$ cat src/rtl/apb3_tim_dtg.sv
// Dead-time generator: turns each timer PWM reference into a complementary CH/CHN pair with break protection.
// Outputs follow TIM_CH after 2 cycles plus DTG dead time; the APB side is zero-wait (PREADY tied high).
module apb3_tim_dtg #(
   parameter int CHANNELS = 4,
   parameter int DT_WIDTH = 8
) (
   input  logic                io_apb_PCLK,
   input  logic                io_apb_PRESET,
   input  logic [4:0]          io_apb_PADDR,
   input  logic                io_apb_PSEL,
   input  logic                io_apb_PENABLE,
   input  logic                io_apb_PWRITE,
   input  logic [31:0]         io_apb_PWDATA,
   output logic                io_apb_PREADY,
   output logic [31:0]         io_apb_PRDATA,
   input  logic [CHANNELS-1:0] TIM_CH,
   input  logic                BRK,
   output logic [CHANNELS-1:0] CH,
   output logic [CHANNELS-1:0] CHN,
   output logic                interrupt
);

   typedef struct packed {
      logic bke;
      logic bkp;
      logic aoe;
      logic moe;
   } cr_t;

   typedef enum logic [3:0] {
      S_N    = 4'b0001,
      S_DT_P = 4'b0010,
      S_P    = 4'b0100,
      S_DT_N = 4'b1000
   } dtg_state_t;

   cr_t                  cr;
   logic [DT_WIDTH-1:0]  dtg;
   logic                 bif;
   logic                 bie;
   logic [CHANNELS-1:0]  ref_q;
   logic                 brk_m;
   logic                 brk_s;
   logic                 brk_q;
   logic                 brk_act;
   logic                 wr_en;
   logic                 dtg_zero;
   logic [DT_WIDTH-1:0]  dtg_m1;
   logic [31:0]          prdata;
   logic                 unused_wdata;

   assign wr_en         = io_apb_PSEL & io_apb_PENABLE & io_apb_PWRITE;
   assign brk_act       = cr.bke & (brk_s == cr.bkp);
   assign dtg_zero      = (dtg == '0);
   assign dtg_m1        = dtg - DT_WIDTH'(1);
   assign io_apb_PREADY = 1'b1;
   assign interrupt     = bie & bif;
   assign unused_wdata  = ^io_apb_PWDATA[31:DT_WIDTH];

   always_ff @(posedge io_apb_PCLK or posedge io_apb_PRESET) begin
      if (io_apb_PRESET) begin
         cr    <= '0;
         dtg   <= '0;
         bif   <= 1'b0;
         bie   <= 1'b0;
         ref_q <= '0;
         brk_m <= 1'b0;
         brk_s <= 1'b0;
         brk_q <= 1'b0;
      end else begin
         ref_q <= TIM_CH;
         brk_m <= BRK;
         brk_s <= brk_m;
         brk_q <= brk_act;
         if (wr_en && io_apb_PADDR == 5'd0) begin
            cr.bke <= io_apb_PWDATA[3];
            cr.bkp <= io_apb_PWDATA[2];
            cr.aoe <= io_apb_PWDATA[1];
         end
         // Break beats software; auto-restart fires on the first quiet edge after a break.
         if (brk_act)
            cr.moe <= 1'b0;
         else if (wr_en && io_apb_PADDR == 5'd0)
            cr.moe <= io_apb_PWDATA[0];
         else if (cr.aoe && brk_q)
            cr.moe <= 1'b1;
         if (wr_en && io_apb_PADDR == 5'd1)
            dtg <= io_apb_PWDATA[DT_WIDTH-1:0];
         if (brk_act)
            bif <= 1'b1;
         else if (wr_en && io_apb_PADDR == 5'd2 && io_apb_PWDATA[0])
            bif <= 1'b0;
         if (wr_en && io_apb_PADDR == 5'd3)
            bie <= io_apb_PWDATA[0];
      end
   end

   for (genvar i = 0; i < CHANNELS; i++) begin : g_ch
      dtg_state_t          state;
      logic [DT_WIDTH-1:0] cnt;

      // DTG is only sampled on dead-time entry, so a running count keeps its length.
      always_ff @(posedge io_apb_PCLK or posedge io_apb_PRESET) begin
         if (io_apb_PRESET) begin
            state <= S_N;
            cnt   <= '0;
         end else begin
            unique case (state)
               S_N: begin
                  if (ref_q[i]) begin
                     if (dtg_zero) state <= S_P;
                     else begin
                        state <= S_DT_P;
                        cnt   <= dtg_m1;
                     end
                  end
               end
               S_DT_P: begin
                  if (!ref_q[i]) begin
                     if (dtg_zero) state <= S_N;
                     else begin
                        state <= S_DT_N;
                        cnt   <= dtg_m1;
                     end
                  end else if (cnt == '0)
                     state <= S_P;
                  else
                     cnt <= cnt - DT_WIDTH'(1);
               end
               S_P: begin
                  if (!ref_q[i]) begin
                     if (dtg_zero) state <= S_N;
                     else begin
                        state <= S_DT_N;
                        cnt   <= dtg_m1;
                     end
                  end
               end
               S_DT_N: begin
                  if (ref_q[i]) begin
                     if (dtg_zero) state <= S_P;
                     else begin
                        state <= S_DT_P;
                        cnt   <= dtg_m1;
                     end
                  end else if (cnt == '0)
                     state <= S_N;
                  else
                     cnt <= cnt - DT_WIDTH'(1);
               end
               default: state <= S_N;
            endcase
         end
      end

      assign CH[i]  = (state == S_P) & cr.moe;
      assign CHN[i] = (state == S_N) & cr.moe;
   end

   always_comb begin
      prdata = '0;
      if (io_apb_PSEL && !io_apb_PWRITE) begin
         case (io_apb_PADDR)
            5'd0: prdata[3:0] = cr;
            5'd1: prdata[DT_WIDTH-1:0] = dtg;
            5'd2: prdata[0] = bif;
            5'd3: prdata[0] = bie;
            5'd4: prdata[2*CHANNELS-1:0] = {CHN, CH};
            default: prdata = '0;
         endcase
      end
   end

   assign io_apb_PRDATA = prdata;

endmodule
$ cat config.mk
export PLATFORM = sky130hd
export DESIGN_NAME = apb3_tim_dtg
export DESIGN_NICKNAME = d
export VERILOG_FILES = /design/src/rtl/apb3_tim_dtg.sv
export SDC_FILE = /design/constraint.sdc
export NUM_CORES = 1
export LEC_CHECK = 0
export BUFFER_PORTS_ARGS = -buffer_cell sky130_fd_sc_hd__buf_2
export CORE_MARGIN = 8
export CORE_UTILIZATION = 23
export CTS_CLUSTER_SIZE = 30
export DETAILED_ROUTE_END_ITERATION = 7
export MAX_ROUTING_LAYER = met4
export PLACE_DENSITY = 0.4
export SETUP_SLACK_MARGIN = 0.1
export SKIP_LAST_GASP = 1
export SLEW_MARGIN = 10
export SYNTH_ARGS = -nofsm -noshare
export SYNTH_HDL_FRONTEND = slang
export SYNTH_SLANG_ARGS = --single-unit
$ cat constraint.sdc
create_clock -name io_apb_PCLK -period 1.9 [get_ports io_apb_PCLK]
set_input_delay 0.19 -clock io_apb_PCLK [delete_from_list [all_inputs] [get_ports io_apb_PCLK]]
set_output_delay 0.19 -clock io_apb_PCLK [all_outputs]
set_load 0.02 [all_outputs]
; ---- Word-level counts from Yosys, hierarchy flattened
; Cells that the tools add are included.
[word_totals]
in_bits = 47
ff_bits = 69
out_inout_bits = 42
elab_cells = 168
[op_classes]
eq_ne = 37
addsub = 5
n_reduce_logical = 28
n_bitwise = 12
muxes = 67
[ops]
columns = operator, n
row1 = $mux 8, 25
row2 = $pmux 8 s4, 4
row3 = $mux 4, 25
row4 = $pmux 4 s4, 4
row5 = $logic_not 8->1, 5
row6 = $sub 8x1->8 const B, 5
row7 = $ne 3x3->1 const B, 8
row8 = $eq 4x1->1 const B, 4
row9 = $eq 4x2->1 const B, 4
row10 = $eq 4x3->1 const B, 4
row11 = $eq 4x4->1 const B, 4
row12 = $ne 2x2->1 const B, 8
row13 = $reduce_and 4->1, 4
row14 = $reduce_bool 4->1, 4
row15 = $and 1x1->1, 12
row16 = $reduce_and 3->1, 4
row17 = $eq 5x2->1 const B, 2
row18 = $pmux 3 s3, 1
row19 = $pmux 4 s2, 1
row20 = $logic_and 1x1->1, 7
row21 = $eq 5x1->1 const B, 1
row22 = $eq 5x3->1 const B, 1
row23 = $logic_not 5->1, 1
row24 = $mux 1, 5
row25 = other kinds (6), 6

; ---- Logic depth before layout (Yosys ltp)
[depth]
depth_word = 6
mapped_depth = 8
depth_no_buf = 7

; ---- Least setup slack after synthesis
; No wires, ideal clock.
[synth_path]
kind = register -> register
startpoint = register dtg[0]
endpoint = register g_ch[0].cnt[2]
arrival_ps = 1899
setup_ps = 80
stages_incl_launch_ff = 9
required_time_ps = 1820
path_slack_ps = -79
path_buffers = 1
path_cell_list = dfrtp_1 -> inv_1 -> ha_1 -> or4b_4 -> nor2_4 -> buf_6 -> nor2_2 -> o32a_1 -> o22ai_2
[synth_via]
elab_chain_len = 4
elab_cells_between_ends = 8
[synth_rtl]
columns = item, line_no
row1 = "start, declared", 38  ; logic [DT_WIDTH-1:0] dtg;
row2 = "start signal, assigned", 88  ; dtg <= io_apb_PWDATA[DT_WIDTH-1:0];
row3 = $sub 8x1->8 or $logic_not 8->1 (tied branches), "55, 54"
row4 = $mux 8 *, n/a
row5 = "$mux 8, on equally long branches", n/a
row6 = $pmux 8 s4 *, 108  ; unique case (state)
row7 = "end signal, assigned", 114  ; cnt <= dtg_m1;
row8 = "end signal, assigned", 123  ; cnt <= dtg_m1;
row9 = "end signal, assigned", 135  ; cnt <= dtg_m1;
row10 = "end, declared", 100  ; logic [DT_WIDTH-1:0] cnt;
; Every way passes the cells marked *; elsewhere a longest branch is shown, timed or not. The select of a mux whose other input is x is not followed.
; A chain may end at the register's enable or synchronous reset.

; ---- Worst setup path in the final report
[layout_path]
startpoint = register g_ch[3].state[0]
endpoint = output io_apb_PRDATA[7]
[layout_via]
elab_chain_len = 4
[layout_rtl]
columns = item, line_no
row1 = "start, declared", 99  ; dtg_state_t state;
row2 = "start signal, assigned", 105  ; state <= S_N;
row3 = "start signal, assigned", 111  ; if (dtg_zero) state <= S_P;
row4 = "start signal, assigned", 113  ; state <= S_DT_P;
row5 = $eq 4x1->1, 157  ; assign CHN[i] = (state == S_N) & cr.moe;
row6 = $and 1x1->1, 157
row7 = $pmux 4 s2, 163  ; case (io_apb_PADDR)
row8 = $mux 8, 162  ; if (io_apb_PSEL && !io_apb_PWRITE) begin
row9 = "end, declared", 15  ; output logic [31:0] io_apb_PRDATA,
; No other way between the ends.

==> run summary <==
Wire per inst - 16.43 um
Status - finished, violations left
I/O pins - 89
TNS Setup - -0.6008 ns
Synth top area cells - dfrtp_1 32%, nor2_1 4.4%, buf_4 4.1%
Non-Filler Instances - 1050
Hpwl dp - 11450 um
GRT busiest layer - met2
Clk slew on worst S/H paths - 0.06 ns
Failing checks - negative setup slack
Worst slack at placement - -0.1008 ns
DRC marker count from the first detailed-route iteration - 228
Number of global-route vias before repair - 5210
Minimum clock period - 2.043 ns
Critical path's slowest cell - dfstp_2
GPL Wtd Cong - 0.8242
Drt first pass iters - 4
EDFF count, synth - 0
Final hold viol count - 0
FF+latch area - 1740 um^2
Placed insts - 988
Post-route ant nets - 0
Yosys top cell by area - dfrtp_1
Period Utilization, post-route - 107.5%
Worst Skew - 0.01288 ns
Global route total overflow - 0
Worst-margin pin slew - 0.5603 ns
Ys Warns - 0
Ant diodes - 0
Unrepaired setup endpoints after global routing - yes
Gate Count Post-Synth - 595
Die width - 164.5 um
Post-Syn Area - 5075 um^2
Filler Cells Inserted - 2250
Nets@finish - 822
Initial Utilization - 23.33%
Total power - 0.009976 W
GRT Overall Usage - 12.76%
Area growth syn-to-layout - 54.54%
Cell family contributing the most delay on the critical path - simple AND/OR/NAND/NOR gates
Max Buffers Root-to-Sink - 2
DRC Markers - 0
Final setup margin - -0.1428 ns
Critical Path Fanout Max - 2
Post-Route WL - 17250 um
Critical path launch point type - flip-flop
Post-synth cell types - 84
Row count - 54
CP max stage delay - 0.53 ns
Crit path kind - reg2out
Die H - 164.5 um
DR vias - 5129
Core box area - 21760 um^2
P_leak - 3.374 nW
CP bufs+invs - 2
Maxcap violations - 0
CP endpoint kind - output port
Number of synthesized register bits - 69
Die footprint - 27070 um^2
Post-synth top area share - 32.05%
Finish-stage setup viols - 14
Max Clock Freq - 489.5 MHz
Initial antenna violation count - 0
Total CTS buffers - 9
Multi-input gate area - 3724 um^2
Vias/cell - 4.885
Rel. slew slack - 62.30%
Power per cell area - 1272 nW/um^2
First-pass GRT wire length - 26850 um
Worst-skew pair later-pin latency - 0.35 ns
Met1 usage - 15.31%
Final-report max-slew violation count - 0
Port Buffers - 39
Max VDD drop - 0.5455 mV
Async set-reset flop share out of synthesis - 100.0%
Crit-path cells - or3b_4 > buf_6 > nor2_4 > a22oi_2 > nor2_1 > buf_4
CP Data Arrival Time - 1.85 ns
Req. time, crit path - 1.71 ns
GR Util met2 - 21.20%
# H-tree levels - 3
CTS tree - done
Share of cells above drive strength 1 - 45.84%
Hold Path Class - in2reg
Clk root buf - clkbuf_16
Largest net degree at the start of global routing - 70
Avg Synthesized Cell Area - 8.529 um^2
Met3 Usage GRT - 1.695%
Top FF cell, synth - dfrtp_1
CTS sink cnt - 69
Sequential element share of the synthesized area - 34.12%
==> routing by layer <==
layer | share of wire [%] | vias up
met5 | 0 | -
met4 | 2.6 | 0
met3 | 2.4 | 28
met2 | 50 | 85
met1 | 45 | 2550
li1 | - | 2466
==> kinds of logic (layout without fill, tap and decap cells) <==
group	after synthesis	after routing	share of synthesized area (%)
buffers and inverters	80	231	8.629
other	2	25	0.1480
XOR/XNOR	11	11	1.899
AO/OA/AOI/OAI	174	175	23.72
multiplexers	20	20	4.265
adder cells (fa/ha/maj)	10	10	2.465
flip-flops	69	69	34.12
AND/OR/NAND/NOR	229	229	24.75
==> sequential cells by signal, indices dropped and copies added, names as in the netlist <==
name,count
cr,4
brk_q,1
brk_m,1
g_ch.state,16
bif,1
g_ch.cnt,32
ref_q,4
dtg,8
bie,1
brk_s,1
==> cell usage in the layout, fill, tap and decap left out, types with 5 or more instances in the layout <==
cell type	count
a22oi_2	5
o22ai_1	16
xor2_1	7
nand2b_4	5
a21oi_1	20
o22ai_2	5
conb_1	25
inv_1	20
nand2_1	38
nor3_2	6
mux2i_1	7
nor3_1	13
dfrtp_2	7
buf_2	24
o21ai_1	7
nor2_1	49
dfrtp_1	58
nor4b_4	5
clkbuf_16	9
o21ai_0	24
buf_4	107
and2_1	7
o221ai_2	6
o21ai_2	7
buf_6	48
and2_4	7
ha_1	8
dlygate4sd3_1	6
mux2_2	12
nand2b_1	11
nor2_4	12
o21a_1	5
o32a_1	6
nor2b_1	6
a22o_1	7
nand3_1	9
a21oi_2	10
==> layout make-up <==
class                      count  area share, %
tap                          280          4.467
clock inverter                 3         0.2393
inverter                      23          1.149
clock buffer                  13          3.446
sequential                    69          22.19
multi-input combinational    470          47.48
timing repair buffer         192          21.03
==> synthesized netlist by cell type, drive strengths merged, types with 10 or more instances <==
cell type  instances
dfrtp             65
nor2              62
buf               45
nand2             44
o21ai             40
a21oi             33
inv               23
nor3              21
o22ai             21
nand2b            16
and2              14
mux2              13
clkbuf            12
nand3             12
ha                10
==> repair_timing <==
action | CTS | global route
hold buffers | 6 | 0
pin swaps | 48 | 61
gates resized for setup | 133 | 99
setup buffers | 30 | 10
endpoints found under the setup margin | 59 | 61
hold endpoints to repair | 70 | 0
gates cloned | 3 | 2
==> stage by stage <==
| step | util [%] | hold slack (ns) | instance area, um^2 |
|---|---|---|---|
| floorplan | - | 0.2214 | 5201 |
| global placement | 28.66 | 0.2983 | 6235 |
| detailed placement | 28.66 | 0.2993 | 6235 |
| CTS | 33.67 | 0.07351 | 7325 |
| global route | 36.05 | 0.08229 | 7843 |
| finish | 36.05 | 0.08057 | 7843 |
==> path summary, 6_finish.rpt <==
path	slack (ns)	to	start	depth (start not counted)
hold / removal	0.08	dtg[6]	io_apb_PWDATA[6]	2
setup / recovery	-0.14	io_apb_PRDATA[7]	g_ch[3].state[0]	6
max in group asynchronous	1.04	g_ch[2].state[0]	io_apb_PRESET	4
hold reg to reg	0.36	brk_s	brk_m	0
min in group asynchronous	0.50	ref_q[1]	io_apb_PRESET	4
setup reg to reg	-0.06	g_ch[0].cnt[2]	dtg[1]	8
==> power by group <==
group / internal (W) / switching (W)
combinational: 0.00295 / 0.00292
sequential: 0.00196 / 0.000455
clock: 0.000990 / 0.000698
Note: power is estimated with default switching activity, not from simulation.
